File: config.mk
export PLATFORM = sky130hd
export DESIGN_NAME = ppu_timing_gen
export DESIGN_NICKNAME = d
export VERILOG_FILES = /design/src/rtl/ppu_timing_gen.sv
export SDC_FILE = /design/constraint.sdc
export NUM_CORES = 1
export LEC_CHECK = 0
export CORE_MARGIN = 3
export CORE_UTILIZATION = 46
export CTS_CLUSTER_DIAMETER = 100
export DETAILED_ROUTE_END_ITERATION = 10
export GPL_ROUTABILITY_DRIVEN = 0
export PLACE_DENSITY = 0.75
export SETUP_SLACK_MARGIN = 0.3
export SKIP_LAST_GASP = 1
export SLEW_MARGIN = 30
export SYNTH_ARGS = -nofsm -noshare
export SYNTH_HDL_FRONTEND = slang
export SYNTH_SLANG_ARGS = --single-unit
File: constraint.sdc
create_clock -name clk_mst -period 1.8 [get_ports clk_mst]
set_input_delay 0.36 -clock clk_mst [delete_from_list [all_inputs] [get_ports clk_mst]]
set_output_delay 0.36 -clock clk_mst [all_outputs]
set_load 0.01 [all_outputs]
File: src/rtl/ppu_timing_gen.sv
// NTSC PPU raster timing: dot/scanline counters, vblank flag, NMI and frame markers (clk_mst domain).
// Define PPU_ODD_FRAME_SKIP_EN to drop one dot from odd frames while rendering is enabled.
module ppu_timing_gen #(
  parameter int unsigned DOTS_PER_LINE   = 341,
  parameter int unsigned LINES_PER_FRAME = 262,
  parameter int unsigned VISIBLE_DOTS    = 256,
  parameter int unsigned VISIBLE_LINES   = 240,
  parameter int unsigned VBLANK_LINE     = 241
) (
  input  logic       clk_mst,
  input  logic       rst_mst,
  input  logic       clk_en_ppu,
  input  logic       rendering_en,
  input  logic       nmi_en,
  input  logic       status_rd,
  output logic [8:0] dot,
  output logic [8:0] scanline,
  output logic       visible,
  output logic       vblank,
  output logic       nmi_n,
  output logic       frame_start,
  output logic       frame_odd
);

  localparam logic [8:0] DotMax    = 9'(DOTS_PER_LINE - 1);
  localparam logic [8:0] LineMax   = 9'(LINES_PER_FRAME - 1);
  localparam logic [8:0] VisDots   = 9'(VISIBLE_DOTS);
  localparam logic [8:0] VisLines  = 9'(VISIBLE_LINES);
  localparam logic [8:0] VblLine   = 9'(VBLANK_LINE);

  logic [8:0] dot_d;
  logic [8:0] line_d;
  logic       enter_frame;
  logic       vbl_set;
  logic       vbl_clr;
  logic       vblank_d;
  logic       visible_d;

  always_comb begin
    dot_d  = dot;
    line_d = scanline;
    if (clk_en_ppu) begin
      if (dot == DotMax) begin
        dot_d  = 9'd0;
        line_d = (scanline == LineMax) ? 9'd0 : scanline + 9'd1;
      end else begin
        dot_d = dot + 9'd1;
      end
`ifdef PPU_ODD_FRAME_SKIP_EN
      // Odd rendered frames jump straight from the second-to-last pre-render dot to (0,0).
      if (scanline == LineMax && dot == DotMax - 9'd1 && frame_odd && rendering_en) begin
        dot_d  = 9'd0;
        line_d = 9'd0;
      end
`endif
    end
  end

`ifndef PPU_ODD_FRAME_SKIP_EN
  logic unused_rendering_en;
  assign unused_rendering_en = rendering_en;
`endif

  assign enter_frame = clk_en_ppu && (dot_d == 9'd0) && (line_d == 9'd0);
  assign vbl_set     = clk_en_ppu && (line_d == VblLine) && (dot_d == 9'd1);
  assign vbl_clr     = clk_en_ppu && (line_d == LineMax) && (dot_d == 9'd1);
  assign visible_d   = (line_d < VisLines) && (dot_d >= 9'd1) && (dot_d <= VisDots);

  // A status read wins over both set and clear, which also covers the set/read race.
  always_comb begin
    vblank_d = vblank;
    if (status_rd) begin
      vblank_d = 1'b0;
    end else if (vbl_set) begin
      vblank_d = 1'b1;
    end else if (vbl_clr) begin
      vblank_d = 1'b0;
    end
  end

  always_ff @(posedge clk_mst or posedge rst_mst) begin
    if (rst_mst) begin
      dot         <= 9'd0;
      scanline    <= LineMax;
      visible     <= 1'b0;
      vblank      <= 1'b0;
      nmi_n       <= 1'b1;
      frame_start <= 1'b0;
      frame_odd   <= 1'b0;
    end else begin
      dot         <= dot_d;
      scanline    <= line_d;
      visible     <= visible_d;
      vblank      <= vblank_d;
      nmi_n       <= ~(vblank & nmi_en);
      frame_start <= enter_frame;
      if (enter_frame) begin
        frame_odd <= ~frame_odd;
      end
    end
  end

endmodule
# Yosys cells after proc, flatten, opt, wreduce, memory -nomap -nowiden

Index checks and enable logic that the tools add are counted.

Input port bits: 6
Output and inout port bits: 23
Bits in registers: 23
Logic and storage cells: 39

Reduce and logical (&&, ||, !) cells: 11
Magnitude comparators: 3
Bitwise logic cells: 3
Add/subtract/negate cells: 2
Multiplexer cells: 8
Equality and inequality tests: 5

Operator list:

| cell                  | number |
|---|---|
| $mux W9               | 5 |
| $eq A9 B9 Y1 const B  | 3 |
| $add A9 B1 Y9 const B | 2 |
| $logic_not A9 Y1      | 2 |
| $eq A9 B1 Y1 const B  | 1 |
| $eq A9 B8 Y1 const B  | 1 |
| $ge A9 B1 Y1 const B  | 1 |
| $le A9 B9 Y1 const B  | 1 |
| $lt A9 B8 Y1 const B  | 1 |
| $logic_and A1 B1 Y1   | 8 |
| $mux W1               | 3 |
| $reduce_bool A3 Y1    | 1 |
| $not A1 Y1            | 2 |
| $and A1 B1 Y1         | 1 |

# Depth between registers and ports, before layout

Gate-level depths: netlist (run 1).

Word-level depth: 10
Depth in mapped cells: 10
Mapped depth without buffers: 9

# Worst setup path after synthesis (run 1)

No wires, ideal clock.

Kind: flip-flop to flip-flop
Start point: reg dot[0]
End point: reg frame_odd
Stages on the path, launching flop included: 11
Setup time: 75 ps
Path buffers: 1
Path slack: -264 ps
Data required time: 1725 ps
Clock period less this slack: 2064 ps
Arrival: 1989 ps
Cell sequence: dfrtp_1 -> inv_1 -> ha_1 -> nand4b_4 -> nor3_2 -> buf_4 -> o21ai_0 -> o2bb2ai_1 -> nor3_2 -> and3_4 -> xor2_2

Elaborated cells on any way between the ends: 10
Those cells by class: add/sub (1); eq/ne (1); mux (4); reduce/logical (4)

RTL lines:

| what                   | RTL line | source |
|---|---|---|
| from (decl)            | 16       | `output logic [8:0] dot,` |
| from (signal assigned) | 91       | `dot <= dot_d;` |
| $eq A9 B9 Y1           | 43       | `if (dot == DotMax) begin` |
| $mux W9                | 43       |  |
| $mux W9                | 42       | `if (clk_en_ppu) begin` |
| via line_d[7]          | 32       | `logic [8:0] line_d;` |
| $logic_not A9 Y1       | 64       | `assign enter_frame = clk_en_ppu && (dot_d == 9'd0) && (line_d == 9'd0);` |
| $logic_and A1 B1 Y1    | 64       |  |
| via enter_frame        | 33       | `logic enter_frame;` |
| to (signal assigned)   | 98       | `frame_odd <= ~frame_odd;` |
| to (decl)              | 22       | `output logic frame_odd` |

The timed path passes the listed nets, and every way through them passes these cells.
A chain may end at the register's enable or synchronous reset.

# Final worst setup path (run 1)

Start point: reg scanline[0]
End point: reg vblank

Word-level cells in the longest chain between the ends: 9
Elaborated cells on any way between the ends: 14
Those cells by class: add/sub (1); eq/ne (3); mux (5); reduce/logical (5)

Ends and longest elaborated chain:

| what                                                 | RTL line | source |
|---|---|---|
| from (decl)                                          | 17       | `output logic [8:0] scanline,` |
| from (signal assigned)                               | 84       | `scanline <= LineMax;` |
| from (signal assigned)                               | 92       | `scanline <= line_d;` |
| $add A9 B1 Y9 / $eq A9 B9 Y1 (equally long branches) | 45       | `line_d = (scanline == LineMax) ? 9'd0 : scanline + 9'd1;` |
| $mux W9                                              | 45       |  |
| $mux W9                                              | 43       |  |
| $mux W9 *                                            | 42       |  |
| $eq A9 B8 Y1                                         | 65       | `assign vbl_set = clk_en_ppu && (line_d == VblLine) && (dot_d == 9'd1);` |
| $logic_and A1 B1 Y1 (2 in series)                    | 65       |  |
| $mux W1                                              | 74       | `end else if (vbl_set) begin` |
| $mux W1                                              | 72       | `if (status_rd) begin` |
| to (signal assigned)                                 | 94       | `vblank <= vblank_d;` |
| to (decl)                                            | 19       | `output logic vblank,` |

Mark *: on every way between the ends. The rest lies on a longest branch, timed or not.

==> results by group, run 1 <==
STA
  • Final number of setup-violating endpoints: 8
  • Final worst slack: -0.633 ns
  • Slew HR: 67.0%
  • Max Slew Vio Count: 0
  • Fmax: 0.411 GHz
  • Actual slew at the worst max-slew pin: 0.489 ns
  • Final hold vios: 0
  • Clk_skew: 0.00113 ns
  • Crit share post-route: 135%
  • Tmin final: 2.43 ns
  • RSZ-0062 raised after global routing: yes

Setup path
  • Worst Setup Start Kind: flop
  • Critical Path Max Stage Delay: 0.65 ns
  • Critical path required time: 2.00 ns
  • Worst-case reg-to-reg path depth: 10
  • CP Max Fanout: 4
  • Critical Path AT: 2.63 ns
  • Critical path class: reg2reg
  • CP Capture Type: flop
  • Worst path most repeated cell: and4_1
  • Critical path, cell by cell: ha_4, buf_6, nand4_1, nor2_2, buf_4, nand2_1, mux2i_1, and4_1, and4_1, o21ai_1
  • CP max stage cell: dfstp_2

Drt
  • Final antenna-violating net count: 0
  • Final WL: 7460 um
  • DRC: 0
  • Met2 WL: 3550 um
  • Top sig layer: met4
  • WL met1: 2640 um
  • WL per Instance: 25.0 um
  • Vias per inst: 6.58
  • Vias: 1961
  • Met3 WL: 635 um
  • Router iterations before antenna repair: 7
  • Violation count after the first detailed-routing iteration: 197

Clocking
  • CTS tree: built
  • Clk slew on worst S/H paths: 0.14 ns
  • # hold bufs at CTS: 0
  • H-tree depth: 1
  • Clock Tree Buf Depth: 2
  • Cts bufs inserted: 3
  • Clock Latency Late Sink: 0.32 ns
  • Clock sink total: 23
  • CTS root buffer: clkbuf_4

Pwr
  • Power Total: 1.80 mW
  • Worst VDD drop: 0.648 mV
  • Power Density: 640 nW/um^2
  • Leakage power total: 1.30 nW

Yosys
  • Syn Nets: 161
  • Post-synth EDFFs: 0
  • Yosys cell types: 47
  • Area leader, netlist: dfrtp_1
  • Avg Cell Area, Syn: 10.1 um^2
  • Register area share after synthesis: 38.2%
  • FFs w/ async S/R, synth: 100%
  • Post-synth top area share: 31.3%
  • YS warnings: 0
  • Synth top area cells: dfrtp_1, dfstp_2, and4_1
  • Mapped Area: 1520 um^2
  • Top FF cell, synth: dfrtp_1
  • Syn Inst Count: 151
  • Synthesis-stage register bit count: 23

Placement
  • Hpwl dp: 3430 um
  • Placement Setup Slack: -0.540 ns
  • Port Buffers: 27
  • Placed insts: 265
  • Placement Cell Area: 2250 um^2

Global route
  • First-pass GRT wire length: 9460 um
  • Gr usage total: 30.4%
  • Vias in the first global route: 1881
  • Total grt overflow: 0
  • Initial antenna violation count: 0
  • Largest net degree at the start of global routing: 24

Status
  • Failing checks: setup timing
  • Status: complete, but fails checks

Floorplanning
  • Die width: 63.5 um
  • Die ar.: 4030 um^2
  • I/O Pins: 29
  • Initial Util: 49.0%
  • Core Area: 3100 um^2
  • # rows: 20
  • Die Ht: 63.5 um

Flow run
  • Maxcap violations: 0

Layout
  • Ant diodes: 0
  • Layout area overhead: 84.7%
  • Post-layout util: 90.4%
  • Final #Nets: 265
  • Final Cell Area: 2810 um^2
  • Most frequent cells in the layout: buf_6, buf_4, dfrtp_1, nand2_1, o21ai_1
  • Most common cell after layout, fill and taps aside: buf_6
  • Layout cell share with drive strength beyond 1: 61.8%
  • Final non-filler cell total: 298

Hold path
  • Hold crit path type: in2async
## what timing repair did
item                                    4_1_cts  5_1_grt
resized for setup                           111       50
endpoints found under the setup margin       39       36
pin swaps                                    19       19
gates cloned                                  0        0
buffers inserted                             16       13
hold endpoints to repair                      0        0
## path summary, 6_finish.rpt
path	startpoint	end	slack [ns]
worst max-delay path	scanline[0]$_DFF_PP1_	vblank$_DFFE_PP0P_	-0.63
worst min-delay path	rst_mst	vblank$_DFFE_PP0P_	0.40
worst max register to register	scanline[0]$_DFF_PP1_	vblank$_DFFE_PP0P_	-0.63
worst min register to register	vblank$_DFFE_PP0P_	nmi_n$_DFF_PP1_	0.54
max in group asynchronous	rst_mst	scanline[2]$_DFF_PP1_	1.12
min in group clk_mst	nmi_en	nmi_n$_DFF_PP1_	0.53
## cells by family after synthesis
logic type               synth area share, %
AO/OA/AOI/OAI                           14.4
XOR/XNOR                                6.84
adder cells (fa/ha/maj)                 3.30
buffers and inverters                   5.11
flip-flops                              38.2
multiplexers                            2.64
AND/OR/NAND/NOR                         29.5
## worst max-delay path: cells and delay by family, from the launching register on
family | cells | cell delay, ns
DFF | 1 | 0.65
adders and majority gates | 1 | 0.21
AOI/OAI and AO/OA | 1 | 0.13
and+or+nand+nor | 5 | 0.87
buffers and inverters | 2 | 0.24
muxes | 1 | 0.19
## routing by layer
layer  vias to the layer above  global-route usage [%]
met3                        76                    5.17
met5                         -                       0
met1                       959                    36.1
li1                        759                       -
met2                       167                    51.5
met4                         0                    17.5
## Yosys cell counts (4+ instances only)
| cell | instances |
|---|---|
| nor2_1 | 5 |
| mux2i_1 | 4 |
| ha_1 | 4 |
| and3_1 | 5 |
| nand4_1 | 5 |
| nand2_1 | 13 |
| xnor2_1 | 6 |
| inv_1 | 8 |
| dfstp_2 | 4 |
| nand3_1 | 7 |
| dfrtp_1 | 19 |
| o21ai_0 | 9 |
| xor2_1 | 4 |
| and4_1 | 6 |
## metrics by stage
step / hold WS (ns) / TNS [ns]
floorplan: 0.359 / -0.554
global placement: 0.425 / -2.08
detailed placement: 0.436 / -2.62
CTS: 0.373 / -0.859
global route: 0.408 / -2.61
finish: 0.396 / -2.39
## area by class of cell
cell class | count | area, um^2
inverters | 8 | 30.0
multi-input cells | 113 | 1110
repair buffers | 106 | 995
clock buffers | 3 | 22.5
clock inverters | 1 | 5.00
fillers | 127 | 298
well taps | 44 | 55.1
flip-flops and latches | 23 | 586
## registers in the layout, indices dropped and copies added (netlist names)
register and flops:
dot 9, scanline 9, frame_odd 1, frame_start 1, nmi_n 1, vblank 1
visible 1
## power by group
part | switching [mW] | total, mW | internal [mW]
Clock | 0.174 | 0.258 | 0.0832
Sequential | 0.0571 | 0.635 | 0.577
Combinational | 0.446 | 0.903 | 0.457
Total | 0.678 | 1.80 | 1.12
(Power assumes the default switching activity.)
==> run 2: changes to the inputs <==
Settings changed: CORE_UTILIZATION 46 to 48, CTS_CLUSTER_SIZE set to 24, TNS_END_PERCENT set to 50.
Clock period 1.8 ns to 3.2 ns, I/O delays scaled along.
==> results by group, run 2 (synthesis gave the netlist of run 1 again) <==
Placement
  • Placement Cell Area: 1810 um^2
  • Port Buffers: 27
  • Hpwl dp: 2510 um

Layout
  • Most frequent cells in the layout: clkdlybuf4s50_1, dfrtp_1, nand2_1, o21ai_0
  • Fillers: 254
  • Largest registers: dot: 9 flops, scanline: 9 flops
  • Ant diodes: 0
  • Final Cell Area: 1840 um^2
  • Most common cell after layout, fill and taps aside: clkdlybuf4s50_1
  • Layout cell share with drive strength beyond 1: 14.7%
  • Layout area overhead: 20.8%
  • Final #Nets: 188

Clocking
  • CTS tree: built
  • Clk slew on worst S/H paths: 0.13 ns
  • CTS root buffer: clkbuf_4
  • Clock Tree Buf Depth: 2
  • Post CTS Setup Buffer Count: 0
  • Clock Latency Late Sink: 0.32 ns
  • # hold bufs at CTS: 0
  • Cts bufs inserted: 3
  • # resized after CTS: 0
  • H-tree depth: 1
  • Clock sink total: 23

STA
  • RSZ-0062 raised after global routing: no
  • Fmax: 0.398 GHz
  • Max Slew Vio Count: 0
  • Final hold vios: 0
  • Crit share post-route: 78.5%
  • Clk_skew: 0.0107 ns
  • Setup TNS Final: 0 ns
  • Tmin final: 2.51 ns
  • Actual slew at the worst max-slew pin: 0.482 ns
  • Slew HR: 67.7%
  • Final number of setup-violating endpoints: 0

Status
  • Status: finished clean

Setup path
  • Critical path, cell by cell: inv_1, ha_1, nand4b_4, nor3_2, nand2_1, o31a_1, nor3_2, and3_4, xor2_2
  • Critical path class: reg2reg
  • Worst path most repeated cell: nor3_2
  • Worst Setup Start Kind: flop
  • Critical path required time: 3.45 ns
  • Top cell family by delay on the critical path: simple AND/OR/NAND/NOR gates
  • CP max stage cell: dfrtp_1
  • Critical Path Max Stage Delay: 0.48 ns
  • Buf/Inv on CP: 1
  • Critical Path AT: 2.76 ns
  • CP Capture Type: flop
  • CP Max Fanout: 8

Flow run
  • Maxcap violations: 0

Drt
  • WL per Instance: 15.5 um
  • Final WL: 3400 um
  • Violation count after the first detailed-routing iteration: 54
  • DRC: 0
  • Vias per inst: 5.90
  • Final antenna-violating net count: 0
  • Vias: 1292
  • Router iterations before antenna repair: 4

Floorplanning
  • Core Area: 2880 um^2
  • # rows: 19
  • Die Ht: 62.3 um
  • I/O Pins: 29
  • Die width: 62.3 um
  • Die ar.: 3880 um^2
  • Initial Util: 52.8%

Pwr
  • Leakage power total: 0.761 nW
  • Power Density: 414 nW/um^2
  • Worst VDD drop: 0.349 mV

Global route
  • Vias in the first global route: 1223
  • Total grt overflow: 0
  • Gr usage total: 18.7%
  • Initial antenna violation count: 0
  • First-pass GRT wire length: 5990 um
  • Largest net degree at the start of global routing: 24

Hold path
  • Hold crit path type: reg2reg
run 2: where the power goes:
group | total, mW | internal [mW] | switching, mW
Clock | 0.137 | 0.0487 | 0.0880
Sequential | 0.388 | 0.323 | 0.0655
Combinational | 0.235 | 0.129 | 0.106
run 2: per-layer routing:
metal / global-route usage (%) / routed length, um / up-vias
met1: 27.1 / 1600 / 635
li1: - / - / 607
met4: 4.96 / 31 / 0
met5: 0 / 0 / -
met3: 3.78 / 201 / 4
met2: 28.6 / 1570 / 46
run 2: area by class of cell:
type,count,area (um^2),area share (%)
clock buffers,4,26.3,1.43
repair buffers,29,285,15.5
inverters,8,30.0,1.64
well taps,42,52.6,2.86
multi-input cells,113,861,46.9
flip-flops and latches,23,581,31.6
run 2: final timing paths:
path	from	to	slack, ns	depth (start not counted)
setup / recovery	dot[0]$_DFF_PP0_	frame_odd$_DFFE_PP0P_	0.69	9
hold / removal	vblank$_DFFE_PP0P_	nmi_n$_DFF_PP1_	0.43	1
setup reg to reg	dot[0]$_DFF_PP0_	frame_odd$_DFFE_PP0P_	0.69	9
hold reg to reg	vblank$_DFFE_PP0P_	nmi_n$_DFF_PP1_	0.43	1
max in group asynchronous	rst_mst	nmi_n$_DFF_PP1_	2.19	2
min in group asynchronous	rst_mst	dot[0]$_DFF_PP0_	0.65	2
run 2: through the flow:
step | instances | hold slack [ns] | total power, mW | setup slack, ns | util, %
detailed placement | 215 | 0.422 | 0.625 | 0.423 | 62.9
global route | 219 | 0.464 | 0.813 | 0.427 | 63.8
floorplan | 151 | 0.455 | 0.535 | 1.14 | -
global placement | 215 | 0.416 | 0.619 | 0.425 | 62.9
CTS | 219 | 0.440 | 0.765 | 0.672 | 63.8
finish | 219 | 0.430 | 0.760 | 0.689 | 63.8
